### src/rtl/buffer_loader.sv
// Packs a byte stream into tiles and writes exactly TILE_COUNT tiles per load.
// Optional BUFFER_LOADER_CHECKSUM_EN adds a 16-bit sum of accepted bytes.
`timescale 1ns/1ps
module buffer_loader #(
   parameter int BUFFER_WIDTH = 1024,
   parameter int BUFFER_COUNT = 2,
   parameter int TILE_WIDTH   = 256,
   parameter int DATA_WIDTH   = 8,
   parameter int TILE_SIZE    = 32,
   localparam int TILE_COUNT  = BUFFER_WIDTH / TILE_WIDTH,
   localparam int ELEM_COUNT  = BUFFER_WIDTH / DATA_WIDTH,
   localparam int ID_W        = (BUFFER_COUNT > 1) ? $clog2(BUFFER_COUNT) : 1,
   localparam int LEN_W       = $clog2(ELEM_COUNT) + 1
) (
   input  logic                  clk,
   input  logic                  reset_n,
   input  logic                  start,
   input  logic [ID_W-1:0]       buf_id,
   input  logic [LEN_W-1:0]      length,
   input  logic                  in_valid,
   input  logic [DATA_WIDTH-1:0] in_data,
   output logic                  in_ready,
   output logic                  wr_en,
   output logic [TILE_WIDTH-1:0] wr_data,
   output logic [ID_W-1:0]       wr_buffer,
   input  logic                  wr_done,
   output logic                  busy,
   output logic                  done,
`ifdef BUFFER_LOADER_CHECKSUM_EN
   output logic [15:0]           checksum,
`endif
   output logic                  error
);

   localparam int SLOT_W = (TILE_SIZE > 1) ? $clog2(TILE_SIZE) : 1;
   localparam int TCNT_W = (TILE_COUNT > 1) ? $clog2(TILE_COUNT) : 1;

   typedef enum logic [2:0] {
      S_IDLE,
      S_FILL,
      S_WRITE,
      S_WAIT,
      S_DONE
   } state_t;

   state_t                state_q, state_d;
   logic [TILE_WIDTH-1:0] tile_q, tile_d;
   logic [SLOT_W-1:0]     slot_q, slot_d;
   logic [TCNT_W-1:0]     tcnt_q, tcnt_d;
   logic [LEN_W-1:0]      cons_q, cons_d;
   logic [LEN_W-1:0]      len_q, len_d;
   logic [ID_W-1:0]       id_q, id_d;
   logic                  err_q, err_d;
   logic                  len_ok;
   logic                  hs;
   logic                  accept;

   assign len_ok   = (length != '0) && (length <= LEN_W'(ELEM_COUNT));
   assign accept   = (state_q == S_IDLE) && start && len_ok;
   assign in_ready = (state_q == S_FILL) && (cons_q < len_q);
   assign hs       = in_valid && in_ready;

   assign wr_en     = (state_q == S_WRITE);
   assign wr_data   = tile_q;
   assign wr_buffer = id_q;
   assign busy      = (state_q == S_FILL) || (state_q == S_WRITE) ||
                      (state_q == S_WAIT);
   assign done      = (state_q == S_DONE);
   assign error     = err_q;

   always_comb begin
      state_d = state_q;
      tile_d  = tile_q;
      slot_d  = slot_q;
      tcnt_d  = tcnt_q;
      cons_d  = cons_q;
      len_d   = len_q;
      id_d    = id_q;
      err_d   = 1'b0;
      unique case (state_q)
         S_IDLE: begin
            if (start) begin
               if (len_ok) begin
                  id_d    = buf_id;
                  len_d   = length;
                  tile_d  = '0;
                  slot_d  = '0;
                  tcnt_d  = '0;
                  cons_d  = '0;
                  state_d = S_FILL;
               end else begin
                  err_d = 1'b1;
               end
            end
         end
         S_FILL: begin
            // A tile with no bytes left to consume goes out as zero padding
            if (hs) begin
               tile_d[int'(slot_q)*DATA_WIDTH +: DATA_WIDTH] = in_data;
               slot_d = slot_q + 1'b1;
               cons_d = cons_q + 1'b1;
               if ((slot_q == SLOT_W'(TILE_SIZE - 1)) ||
                   (cons_q + 1'b1 == len_q))
                  state_d = S_WRITE;
            end else if (cons_q >= len_q) begin
               state_d = S_WRITE;
            end
         end
         S_WRITE: begin
            if (tcnt_q == TCNT_W'(TILE_COUNT - 1)) begin
               state_d = S_WAIT;
            end else begin
               tcnt_d  = tcnt_q + 1'b1;
               tile_d  = '0;
               slot_d  = '0;
               state_d = S_FILL;
            end
         end
         S_WAIT: begin
            if (wr_done)
               state_d = S_DONE;
         end
         S_DONE: begin
            state_d = S_IDLE;
         end
         default: begin
            state_d = S_IDLE;
         end
      endcase
   end

   always_ff @(posedge clk or negedge reset_n) begin
      if (!reset_n) begin
         state_q <= S_IDLE;
         tile_q  <= '0;
         slot_q  <= '0;
         tcnt_q  <= '0;
         cons_q  <= '0;
         len_q   <= '0;
         id_q    <= '0;
         err_q   <= 1'b0;
      end else begin
         state_q <= state_d;
         tile_q  <= tile_d;
         slot_q  <= slot_d;
         tcnt_q  <= tcnt_d;
         cons_q  <= cons_d;
         len_q   <= len_d;
         id_q    <= id_d;
         err_q   <= err_d;
      end
   end

`ifdef BUFFER_LOADER_CHECKSUM_EN
   logic [15:0] ck_q, ck_d;

   always_comb begin
      ck_d = ck_q;
      if (accept)
         ck_d = '0;
      else if (hs)
         ck_d = ck_q + 16'(in_data);
   end

   always_ff @(posedge clk or negedge reset_n) begin
      if (!reset_n)
         ck_q <= '0;
      else
         ck_q <= ck_d;
   end

   assign checksum = ck_q;
`endif

endmodule
### config.mk
export PLATFORM = sky130hd
export DESIGN_NAME = buffer_loader
export DESIGN_NICKNAME = d
export VERILOG_FILES = /design/src/rtl/buffer_loader.sv
export SDC_FILE = /design/constraint.sdc
export NUM_CORES = 1
export LEC_CHECK = 0
export CORE_ASPECT_RATIO = 1.4
export CORE_MARGIN = 5
export CORE_UTILIZATION = 42
export DETAILED_ROUTE_END_ITERATION = 8
export GPL_ROUTABILITY_DRIVEN = 0
export MAX_ROUTING_LAYER = met4
export PLACE_DENSITY = 0.68
export SLEW_MARGIN = 10
export SYNTH_ARGS = -nofsm -noshare
export SYNTH_HDL_FRONTEND = slang
export SYNTH_SLANG_ARGS = --single-unit
### constraint.sdc
create_clock -name clk -period 4.15 [get_ports clk]
set_input_delay 0.83 -clock clk [delete_from_list [all_inputs] [get_ports clk]]
set_output_delay 0.83 -clock clk [all_outputs]
set_load 0.005 [all_outputs]
==> results.tsv <==
metric	value	unit
status	completed	
crit_path_end	wr_data[55]$_DFFE_PN0P_	
htree_levels	1	
finalMaxSlewViolations	0	
grt_usage	25.35	%
setup_violations	0	
hpwlAfterDp	30760	µm
tightest_slew	1.099	ns
antenna_found_initial	0	
hold_viol	0	
root_buffer	clkbuf_16	
antenna_cells	0	
cts-resized-gates	0	
fill_cells	2685	
ant_nets	0	
hp-class	input port to asynchronous set/reset pin	
worstPathMaxFanout	16	
final_cell_mix	dfrtp_1, clkdlybuf4s50_1, nand2_1, nand3_1, o21ai_0	
finalWorstSetupSlack	0.3689	ns
top_layer_used	met4	
crit_arrival	4.17	ns
total_power	8.273	mW
final_common_cell	dfrtp_1	
wl_met3	2836	µm
route.met2.wl	21730	µm
drt_iter0_markers	661	
synth_edf_count	0	
io_pins	284	
insertion_delay	0.54	ns
rsz0062_at_grt	no	
clockBufferDepth	3	
die_x	157.4	µm
cts_tree	built	
rrSetupSlack	0.37	ns
io_buffer_count	283	
die_area	34050	µm²
reg2reg_depth	9	
slew_headroom	26.48	%
synthToLayoutAreaGrowth	31.83	%
firstDrtPassIters	4	
grt_max_degree	145	
grt_pass1_vias	11080	
path_clk_slew	0.07	ns
cp.required	4.54	ns
fin_crit_sh	91.11	%
vias	11180	
place_ws	0.3305	ns
synth_async_sr_flop_share	100.0	%
fmax	264.5	MHz
grt_pass1_wl	66040	µm
wl_per_cell	21.93	µm
powerDensity	491.3	nW/µm²
synth.avg_cell_area	9.917	µm²
period_needed	3.781	ns
synth_ff_type	dfrtp_1	
drv_cap	0	
skew	0.01194	ns
globalRouteOverflowTotal	0	
initial_core_util	42.54	%
hold_buffers	0	
ys_seq_area_share	55.64	%
postCtsSetupRepairBufs	0	
synth_cell_types	65	
r2r-end	wr_data[55]$_DFFE_PN0P_	
ys_seq_elements	284	
cts_buffers	27	
rows	75	
power_leakage	6.940	nW
cp-start-kind	register	
wirelength_met1	16270	µm
fp.dieH	216.3	µm
fin_nets	1592	
syn_nets	1324	
path_class	register to register	
startpoint	slot_q[1]$_DFFE_PN0P_	
post-route-drc-count	0	
crit_path_end_kind	register	
netlist_instances	1288	
coreArea	30030	µm²
drive_gt1_share	6.997	%
worst_ir_drop_vdd	458.2	µV
finalSetupTns	0	ns
syn_area	12770	µm²
cts.sinks	284	
ys_warn_count	0	
wl	42920	µm
drt-vias-per-instance	5.713	
worstReg2RegStart	slot_q[1]$_DFFE_PN0P_	
-- cell families (layout without fill, tap and decap cells) --
family,count (synthesis),count (layout),share of synthesized area [%]
simple gates,559,559,20.78
flops,284,284,55.64
compound gates,270,270,12.64
buf+inv,89,373,3.840
mux,58,58,4.633
fa+ha+maj,14,14,1.371
xor+xnor,14,14,1.107
-- worst min path at each step --
stage                           startpoint                       end  slack [ns]  cells past startpoint
floorplan            tcnt_q[1]$_DFFE_PN0P_     tcnt_q[1]$_DFFE_PN0P_        0.45                      2
global placement     tcnt_q[1]$_DFFE_PN0P_     tcnt_q[1]$_DFFE_PN0P_        0.47                      2
detailed placement  wr_data[6]$_DFFE_PN0P_    wr_data[6]$_DFFE_PN0P_        0.49                      1
CTS                                reset_n  wr_data[183]$_DFFE_PN0P_        0.13                      1
global route                       reset_n  wr_data[183]$_DFFE_PN0P_        0.13                      1
finish                             reset_n  wr_data[183]$_DFFE_PN0P_        0.13                      1
-- power by group --
part           total (mW)  internal [mW]  switching, mW
clock                2.41           1.36           1.05
combinational        2.85          0.853           2.00
sequential           3.01           2.87          0.137
total                8.27           5.09           3.19
-- Yosys cell counts (all sizes together) (2+ instances only) --
library cell    n  share of area [%]
dfrtp         284                 56
nand2         228                6.8
o21ai         196                7.9
nand3         193                7.6
mux2i          49                3.8
buf            46                2.6
nor2           44                1.4
a22o           31                2.1
clkbuf         30               0.88
nand4          21                1.1
ha             14                1.4
nor3           14               0.55
inv            13               0.38
a21oi          12               0.47
nor2b          10               0.49
mux2            9               0.79
nor4            8               0.54
o31ai           8               0.47
xnor2           8               0.70
nand2b          6               0.29
nor3b           6               0.39
xor2            6               0.41
and3            5               0.24
or3             5               0.24
a32o            4               0.31
and2            4               0.20
or2             4               0.20
a211oi          2               0.12
a31oi           2              0.098
nand4b          2               0.14
nor4b           2               0.19
o2111a          2               0.18
o21a            2               0.12
o31a            2               0.21
or4             2               0.15
-- layout make-up --
| type | instances | area [µm²] | area share (%) |
|---|---|---|---|
| Sequential cell | 284 | 7107 | 42.20 |
| Multi-Input combinational cell | 915 | 5194 | 30.84 |
| Timing Repair Buffer | 315 | 3166 | 18.80 |
| Clock buffer | 39 | 780.7 | 4.636 |
| Tap cell | 385 | 481.7 | 2.861 |
| Clock inverter | 6 | 62.56 | 0.3715 |
| Inverter | 13 | 48.80 | 0.2898 |
-- flip-flops by register name, indices dropped and copies added, names as in the netlist --
register / cells
slot_q: 5
state_q: 3
tcnt_q: 2
len_q: 8
wr_buffer: 1
wr_data: 256
cons_q: 8
error: 1
-- stage by stage --
| stage | cells | util, % | area [µm²] | hold WS, ns |
|---|---|---|---|---|
| after floorplan | 1288 | - | 12770 | 0.4533 |
| after global placement | 1912 | 53.27 | 16000 | 0.4676 |
| after detailed placement | 1912 | 53.27 | 16000 | 0.4885 |
| after CTS | 1957 | 56.08 | 16840 | 0.1265 |
| after global routing | 1957 | 56.08 | 16840 | 0.1288 |
| final | 1957 | 56.08 | 16840 | 0.1287 |
-- worst max-delay path: stages (launching register included) --
cell      delay, ns
dfrtp_1        0.49
inv_1          0.08
ha_1           0.29
nor3b_1        0.20
ha_1           0.37
nand2b_1       0.35
nor4_1         0.79
nand4_1        0.65
nand3_1        0.28
o21ai_0        0.12
-- metal layers --
metal / vias up / track usage [%]
met5: - / -
met4: 0 / 10.42
met3: 118 / 3.492
met2: 472 / 42.28
met1: 5486 / 30.95
li1: 5104 / -
Power figures use the tool's default switching activity.
